<file path="src/rtl/fetch_unit.sv">
// Sequential instruction prefetch into a small PC-tagged FIFO, handed to decode over valid/ready.
// Read issued in cycle N is visible at the FIFO head in cycle N+2; 1 instr/cycle sustained.
// Issue is credit-gated on registered occupancy + in-flight read; decode stalls via ir_ready.
module fetch_unit #(
    parameter int PC_W  = 7,
    parameter int DEPTH = 4,
    parameter int IW    = 32
) (
    input  logic                         clk,
    input  logic                         rst,
    output logic [PC_W-1:0]              imem_addr,
    output logic                         imem_rd,
    input  logic [IW-1:0]                imem_rdata,
    output logic [IW-1:0]                ir_out,
    output logic [PC_W-1:0]              ir_pc,
    output logic                         ir_valid,
    input  logic                         ir_ready,
    input  logic                         redirect,
    input  logic [PC_W-1:0]              redirect_pc,
    input  logic                         halt,
    output logic [$clog2(DEPTH+1)-1:0]   count
);

    localparam int CW = $clog2(DEPTH + 1);
    localparam int AW = $clog2(DEPTH);

    typedef struct packed {
        logic [IW-1:0]   dat;
        logic [PC_W-1:0] pc;
    } ent_t;

    typedef enum logic [1:0] {
        S_RUN   = 2'd0,
        S_STALL = 2'd1,
        S_FLUSH = 2'd2
    } fetch_state_t;

    fetch_state_t    state;
    logic [PC_W-1:0] fetch_pc;
    logic [PC_W-1:0] inflight_pc;
    logic            inflight;
    logic [AW-1:0]   wr_ptr;
    logic [AW-1:0]   rd_ptr;
    ent_t            mem [DEPTH];

    logic            credit_ok;
    logic            push;
    logic            pop;

    // Credit counts the in-flight read so its response always has a slot; pops earn no credit.
    assign credit_ok = ({1'b0, count} + {{CW{1'b0}}, inflight}) < (CW + 1)'(DEPTH);
    assign imem_rd   = !rst && !halt && !redirect && credit_ok;
    assign imem_addr = fetch_pc;

    // FLUSH already clears inflight; the state term keeps the discard explicit.
    assign push     = inflight && !redirect && (state != S_FLUSH);
    assign ir_valid = (count != '0);
    assign pop      = ir_valid && ir_ready;

    assign ir_out = mem[rd_ptr].dat;
    assign ir_pc  = mem[rd_ptr].pc;

    always_ff @(posedge clk or posedge rst) begin
        if (rst) begin
            state       <= S_RUN;
            fetch_pc    <= '0;
            inflight    <= 1'b0;
            inflight_pc <= '0;
            wr_ptr      <= '0;
            rd_ptr      <= '0;
            count       <= '0;
            for (int i = 0; i < DEPTH; i++) begin
                mem[i] <= '0;
            end
        end else begin
            if (redirect) begin
                state <= S_FLUSH;
            end else if (imem_rd) begin
                state <= S_RUN;
            end else begin
                state <= S_STALL;
            end

            if (redirect) begin
                fetch_pc <= redirect_pc;
                inflight <= 1'b0;
                wr_ptr   <= '0;
                rd_ptr   <= '0;
                count    <= '0;
            end else begin
                inflight <= imem_rd;
                if (imem_rd) begin
                    fetch_pc    <= fetch_pc + PC_W'(1);
                    inflight_pc <= fetch_pc;
                end
                if (push) begin
                    mem[wr_ptr] <= '{dat: imem_rdata, pc: inflight_pc};
                    wr_ptr      <= wr_ptr + AW'(1);
                end
                if (pop) begin
                    rd_ptr <= rd_ptr + AW'(1);
                end
                case ({push, pop})
                    2'b10:   count <= count + CW'(1);
                    2'b01:   count <= count - CW'(1);
                    default: count <= count;
                endcase
            end
        end
    end

endmodule

</file>
<file path="config.mk">
export PLATFORM = sky130hd
export DESIGN_NAME = fetch_unit
export DESIGN_NICKNAME = d
export VERILOG_FILES = /design/src/rtl/fetch_unit.sv
export SDC_FILE = /design/constraint.sdc
export NUM_CORES = 1
export LEC_CHECK = 0
export CORE_MARGIN = 4
export CORE_UTILIZATION = 58
export CTS_BUF_LIST = sky130_fd_sc_hd__clkbuf_8
export CTS_CLUSTER_SIZE = 8
export DETAILED_ROUTE_END_ITERATION = 16
export GPL_TIMING_DRIVEN = 0
export PLACE_DENSITY = 0.82
export SKIP_LAST_GASP = 1
export SYNTH_ARGS = -nofsm -noshare
export SYNTH_HDL_FRONTEND = slang
export SYNTH_SLANG_ARGS = --single-unit
</file>
<file path="constraint.sdc">
create_clock -name clk -period 8.5 [get_ports clk]
set_clock_uncertainty 0.1 [all_clocks]
set_input_delay 2.55 -clock clk [delete_from_list [all_inputs] [get_ports clk]]
set_output_delay 2.55 -clock clk [all_outputs]
set_load 0.01 [all_outputs]
</file>
# After elaboration in Yosys (flattened, before gate mapping)
# Cells that the tools add are included.
[word_totals]
regBits = 180
inputBits = 44
elab_cells = 65
[classes]
n_addsub = 6
n_lt_le_gt_ge = 4
eq_ne = 3
n_mux = 17
bitwise_logic = 3
n_reduce_logical = 17
[ops]
columns = ["cell", "n"]
rows = [
  ["156-bit bitwise mux", 1],
  ["39-bit 2-to-1 mux", 3],
  ["39-bit binary-select mux with 2-bit select", 1],
  ["39-bit demux with 2-bit select", 1],
  ["7-bit 2-to-1 mux", 2],
  ["2-bit 2-to-1 mux", 5],
  ["7-bit by 1-bit adder with 7-bit output, second input constant", 1],
  ["1-bit logical AND", 7],
  ["3-bit >= comparator, second input constant", 2],
  ["2-bit NOT with 3-bit output", 2],
  ["3-bit case mux with 2 select lines", 1],
  ["2-bit nonzero test", 3],
  ["3-bit nonzero test", 2],
  ["2-bit by 1-bit adder with 2-bit output, second input constant", 2],
  ["3-bit by 1-bit adder with 4-bit output", 1],
  ["4-bit by 3-bit less-than comparator with 1-bit output, second input constant", 1],
  ["2-bit AND reduction", 2],
  ["3-bit by 1-bit adder with 3-bit output, second input constant", 1],
  ["1-bit logical NOT", 3],
  ["3-bit by 1-bit less-than comparator with 1-bit output, second input constant", 1],
  ["3-bit 2-to-1 mux", 1],
  ["3-bit by 1-bit subtractor with 3-bit output, second input constant", 1],
  ["2-bit by 1-bit == test with 1-bit output, second input constant", 1],
  ["2-bit == test, second input constant", 1],
  ["3 further kinds", 4],
]

# Longest topological paths before layout
# Gate-level depths: netlist (run 1).
[logic_depth]
ltp_word = 6
ltp_mapped = 6
depth_no_buf = 6

# Worst setup path after synthesis (run 1)
# No wires, ideal clock.
[synth_path]
path_type = "input port to output port"
from = "input rst"
to = "output imem_rd"
t_arrival_ps = 3195
t_required_ps = 5850
path_slack_ps = 2655
cell_stages = 4
path_cell_list = "nor4_4 nand2_2 inv_2 buf_6"
[synth_between]
elab_chain_cells = 4
[synth_lines]
columns = ["element", "line", "rtl"]
rows = [
  ["start, declared", "10", "input logic rst,"],
  ["1-bit logical NOT (no source line)", "--", ""],
  ["1-bit logical AND (3 in series)", "52", "assign imem_rd = !rst && !halt && !redirect && credit_ok;"],
  ["end, declared", "12", "output logic imem_rd,"],
]
# Every way passes these cells.

# Final worst setup path (run 1)
# Ends and elaborated chain as after synthesis.

==> flow_metrics.tcl, run 1 <==
set metrics [dict create \
    synthesis.nets 548 \
    cap_violations 0 \
    crit_arrival_ns 4.43 \
    p_seq_frac 0.424 \
    total_power_uw 2573 \
    mostFrequentLayoutCell "dfrtp_1" \
    synth.cell_area_um2 8097 \
    antenna_found_initial 0 \
    fmax_ghz 0.1413 \
    pin_count 95 \
    synth_cell_types 36 \
    critPathSlowestCell "clkdlybuf4s50_1" \
    fin_util 0.7242 \
    dieArea_um2 15910 \
    insertion_delay_ns 0.46 \
    diodes 0 \
    swShare 0.2686 \
    p_per_area_nw_per_um2 264.1 \
    r2r_cells 5 \
    combPwrFrac 0.325 \
    synth_area_per_cell_um2 16.26 \
    yosysWarnings 0 \
    ys_ff_latch 180 \
    grt_pass1_vias 5182 \
    path_clk_slew_ns 0.08 \
    cts_setup_buffers 0 \
    wl_um 15550 \
    ant_nets 0 \
    crit_chain "clkdlybuf4s50_1 -> nor4_4 -> nand2_2 -> inv_2 -> buf_6 -> clkdlybuf4s50_1" \
    intPower_uw 1882 \
    cp-start-kind "input pin" \
    die_y_um 126.2 \
    cp_common_cell "clkdlybuf4s50_1" \
    drive_gt1_frac 0.4176 \
    crit_fanout 10 \
    yosysSeqAreaShare 0.5563 \
    max-slew-margin-rel 0.5258 \
    p_leak_uw 0.004654 \
    gp_congestion 0.7793 \
    reg2reg_to "count[2]" \
    cp.required_ns 5.85 \
    vdd_drop_max_mv 0.1365 \
    core_area_um2 13450 \
    cts_tree "yes" \
    cts.sinks 180 \
    hold_class "reg2reg" \
    root_buffer "clkbuf_8" \
    dr.pass1.iters 4 \
    start_util 0.6018 \
    area_growth_pct 20.34 \
    cts_resized 0 \
    setup_viol 0 \
    grt_overflow 0 \
    h-tree-depth 4 \
    dp_hpwl_um 10630 \
    hold_viol 0 \
    hold_path_startpoint "mem[12]" \
    nets 662 \
    drt_drc_violations_left 0 \
    holdBufCountCts 0 \
    numCtsBuffers 17 \
    p_switching_uw 691.1 \
    vias_per_cell 5.713 \
    min_path_cells 1 \
    slew_viol_final 0 \
    fp-row-count 42 \
    path_class "in2out" \
    die_w_um 126.2 \
    period_needed_ns 7.075 \
    tightest_slew_ns 0.7112 \
    grt_max_degree 96 \
    drtIter0Drc 200 \
    grt_setup_unrepaired "false" \
    status "complete, no violations" \
    portBuffers 94 \
    r2r_start "count[1]" \
    period_share 0.8324 \
    grt_pass1_wl_um 26570 \
    vias 4576 \
    wl_per_cell_um 19.41 \
    r2r_setup_slack_ns 6.42 \
    clockBufferDepth 2 \
    min_to "mem[12]" \
    worst_path_largest_cell_delay_ns 0.55 \
    end_kind "primary output" \
    syn_inst 498 \
    p_clk_frac 0.252 \
    grt_usage 0.2114 \
    final_cell_mix "dfrtp_1 (180), mux2_2 (118), clkdlybuf4s50_1 (94)" \
]
-- layout make-up --
class	count	area, um^2
repair buffers	95	968.4
fillers	875	3710
clock buffers	19	261.5
plain buffers	29	192.7
clock inverters	13	188.9
well taps	176	220.2
multi-input cells	284	3381
inverters	5	26.28
flip-flops and latches	180	4504
-- critical path, delay by kind of cell --
kind / cells / cell delay (ns)
buffers and inverters: 4 / 1.35
and+or+nand+nor: 2 / 0.52
-- kinds of logic after synthesis --
family | count (synthesis) | share of synthesized area
mux | 200 | 0.3505
xor+xnor | 4 | 0.004328
buf+inv | 34 | 0.02611
compound gates | 15 | 0.01561
flops | 180 | 0.5563
fa+ha+maj | 6 | 0.01020
simple gates | 59 | 0.03693
-- how the worst max path moves through the flow --
stage / from / end / slack [ns] / cells past startpoint
3_3_place_gp: rst / mem[94] / -0.99 / 2
6_report: rst / imem_rd / 1.42 / 6
4_1_cts: rst / imem_rd / 1.41 / 6
5_1_grt: rst / imem_rd / 1.31 / 6
2_1_floorplan: rst / count[0] / 0.96 / 1
3_5_place_dp: rst / imem_rd / 1.42 / 6
-- metal layers --
layer,GRT usage,part of all wire,vias to the layer above
li1,-,-,2044
met1,0.2829,0.45,2427
met2,0.3449,0.50,84
met3,0.04784,0.039,21
met4,0.07382,0.017,0
met5,0,0,-
-- sequential cells by signal (all words and copies together), names as in the netlist --
signal       flops
mem            156
imem_addr        7
inflight_pc      7
count            3
rd_ptr           2
state            2
wr_ptr           2
inflight         1
-- synthesized netlist by cell type (all sizes together) --
library cell    n  share of area
o21ai           1        0.00062
fa              1         0.0025
nor3b           2         0.0019
buf            23          0.021
dfrtp         180           0.56
o31ai           1         0.0015
nand2          31          0.016
nor2            8         0.0037
nor4            1         0.0026
ha              5         0.0077
xor2            2         0.0022
and3            2         0.0015
nand2b          3         0.0023
mux2i           3         0.0037
or3             1        0.00077
a221o           5         0.0062
nand3           4         0.0025
a21o            3         0.0028
clkbuf          6         0.0028
o21bai          2         0.0019
mux2          158           0.24
nor3            3         0.0019
xnor2           2         0.0022
mux4           39           0.11
a22oi           1        0.00093
a21oi           2         0.0017
nor2b           2         0.0015
or2             1        0.00077
inv             5         0.0023
and3b           1         0.0015
-- power by group through the flow --
stage	sequential, uW	combinational, uW	clock, uW
floorplan	1080	488	0
global placement	1090	830	0
detailed placement	1110	847	0
CTS	1090	852	663
global route	1110	899	701
finish	1090	835	648
-- per-stage QoR --
step / hold slack, ns / setup TNS (ns) / cells / cell area (um^2) / worst slack, ns
floorplan: 0.3738 / 0 / 498 / 8097 / 0.9630
global placement: 0.3811 / -176.20 / 768 / 9258 / -0.9895
detailed placement: 0.3899 / 0 / 769 / 9293 / 1.415
CTS: 0.4091 / 0 / 801 / 9743 / 1.406
global route: 0.4264 / 0 / 801 / 9743 / 1.311
finish: 0.4074 / 0 / 801 / 9743 / 1.425
(Power assumes the default switching activity.)
==> run 2: changes to the inputs <==
==> constraint.sdc (replaced) <==
create_clock -name clk -period 6.56 [get_ports clk]
set_clock_uncertainty 0.1 [all_clocks]
set_input_delay 1.968 -clock clk [delete_from_list [all_inputs] [get_ports clk]]
set_output_delay 1.968 -clock clk [all_outputs]
set_load 0.01 [all_outputs]
==> flow_metrics.tcl, run 2 (synthesis gave the netlist of run 1 again) <==
set metrics [dict create \
    area_growth_pct 21.94 \
    path_class "in2out" \
    place_area_um2 9369 \
    wl_um 16170 \
    grt_pass1_vias 5187 \
    setup_tns_ns 0 \
    p_leak_uw 0.004691 \
    cp.required_ns 4.49 \
    drt_drc_violations_left 0 \
    max-slew-margin-rel 0.5379 \
    period_share 0.8954 \
    wl_per_cell_um 20.08 \
    numCtsBuffers 17 \
    diodes 0 \
    reg2reg_to "count[2]" \
    pin_count 95 \
    root_buffer "clkbuf_8" \
    p_per_area_nw_per_um2 348.1 \
    critPathCapture "imem_rd" \
    n_fill_cell 911 \
    final_cell_mix "dfrtp_1 (180), mux2_2 (118), clkdlybuf4s50_1 (94)" \
    dp.cells 773 \
    grt_max_degree 43 \
    clockBufferDepth 2 \
    start_util 0.6018 \
    path_depth 6 \
    vdd_drop_max_mv 0.2368 \
    fmax_ghz 0.1702 \
    cp_common_cell "clkdlybuf4s50_1" \
    slew_viol_final 0 \
    ant_nets 0 \
    portBuffers 94 \
    cts_tree "yes" \
    vias_per_cell 5.698 \
    tightest_slew_ns 0.6931 \
    critPathSlowestCell "clkdlybuf4s50_1" \
    h-tree-depth 4 \
    die_y_um 126.2 \
    dp_hpwl_um 11170 \
    regMostFlops "mem" \
    r2r_cells 5 \
    cp-start-kind "input pin" \
    total_power_uw 3437 \
    cap_violations 0 \
    cts.sinks 180 \
    holdBufCountCts 0 \
    dieArea_um2 15910 \
    setup_viol 0 \
    die_w_um 126.2 \
    gp_congestion 0.7828 \
    grt_usage 0.2177 \
    grt_pass1_wl_um 27260 \
    met2WireLength_um 8345 \
    cts_resized 0 \
    status "complete, no violations" \
    period_needed_ns 5.874 \
    crit_arrival_ns 3.81 \
    cts_setup_buffers 0 \
    wl_met1_um 7065 \
    fp-row-count 42 \
    dr.pass1.iters 4 \
    multi_input_area_um2 3381 \
    maxUsedRoutingLayer "met4" \
    r2r_start "count[1]" \
    path_buf_inv 4 \
    antenna_found_initial 0 \
    worst_path_largest_cell_delay_ns 0.54 \
    fin_cells 805 \
    r2r_setup_slack_ns 4.48 \
    design_area_um2 9873 \
    largest_reg_flops 156 \
    drive_gt1_frac 0.4261 \
    vias 4587 \
    core_area_um2 13450 \
    final-seq-area_um2 4504 \
    fin_util 0.7339 \
    mostFrequentLayoutCell "dfrtp_1" \
    nets 666 \
    crit_chain "clkdlybuf4s50_1 -> nor4_4 -> nand2_2 -> inv_2 -> buf_6 -> clkdlybuf4s50_1" \
    drtIter0Drc 201 \
    insertion_delay_ns 0.46 \
    hold_viol 0 \
    grt_setup_unrepaired "false" \
    wl_met3_um 605 \
    hold_class "reg2reg" \
    crit_fanout 10 \
    path_clk_slew_ns 0.08 \
    grt_overflow 0 \
    end_kind "primary output" \
    cp-startpoint "rst" \
    cp_top_family "buffers and inverters" \
]
run 2: changes by cell type in the layout (fill, tap and decap cells not counted), sizes merged:
cell	delta
clkinvlp	+3
bufinv	+2
inv	-4
buf	+4
clkbuf	-1
run 2: worst min path at each step:
| stage | start | slack (ns) | endpoint | cells past startpoint |
|---|---|---|---|---|
| floorplan | mem[45] | 0.37 | mem[45] | 1 |
| global placement | mem[55] | 0.38 | mem[55] | 1 |
| detailed placement | mem[68] | 0.39 | mem[68] | 1 |
| CTS | mem[32] | 0.41 | mem[32] | 1 |
| global route | mem[66] | 0.42 | mem[66] | 1 |
| finish | mem[12] | 0.41 | mem[12] | 1 |
run 2: power breakdown:
part / total (uW) / internal (uW) / switching [uW] / leakage (uW)
clock: 927 / 538 / 389 / 0.000245
sequential: 1410 / 1290 / 121 / 0.00241
combinational: 1100 / 686 / 412 / 0.00204
run 2: cell type report:
type                            instances  share of cell area
Sequential cell                       180              0.4562
Multi-Input combinational cell        284              0.3424
Timing Repair Buffer                   99              0.1062
Clock inverter                         14             0.02598
Clock buffer                           18             0.02509
Tap cell                              176             0.02230
Buffer                                 29             0.01952
Inverter                                5            0.002281
run 2: per-stage QoR:
step	hold WS, ns	worst slack [ns]
finish	0.4057	0.6860
global route	0.4209	0.6068
CTS	0.4087	0.6845
detailed placement	0.3870	0.6896
global placement	0.3806	0.7528
floorplan	0.3738	1.879
run 2: layer usage:
metal  up-vias  global-route usage
met5         -                   0
met4         0             0.05489
met2        92              0.3534
met1      2427              0.2963
li1       2056                   -
met3        12             0.05843
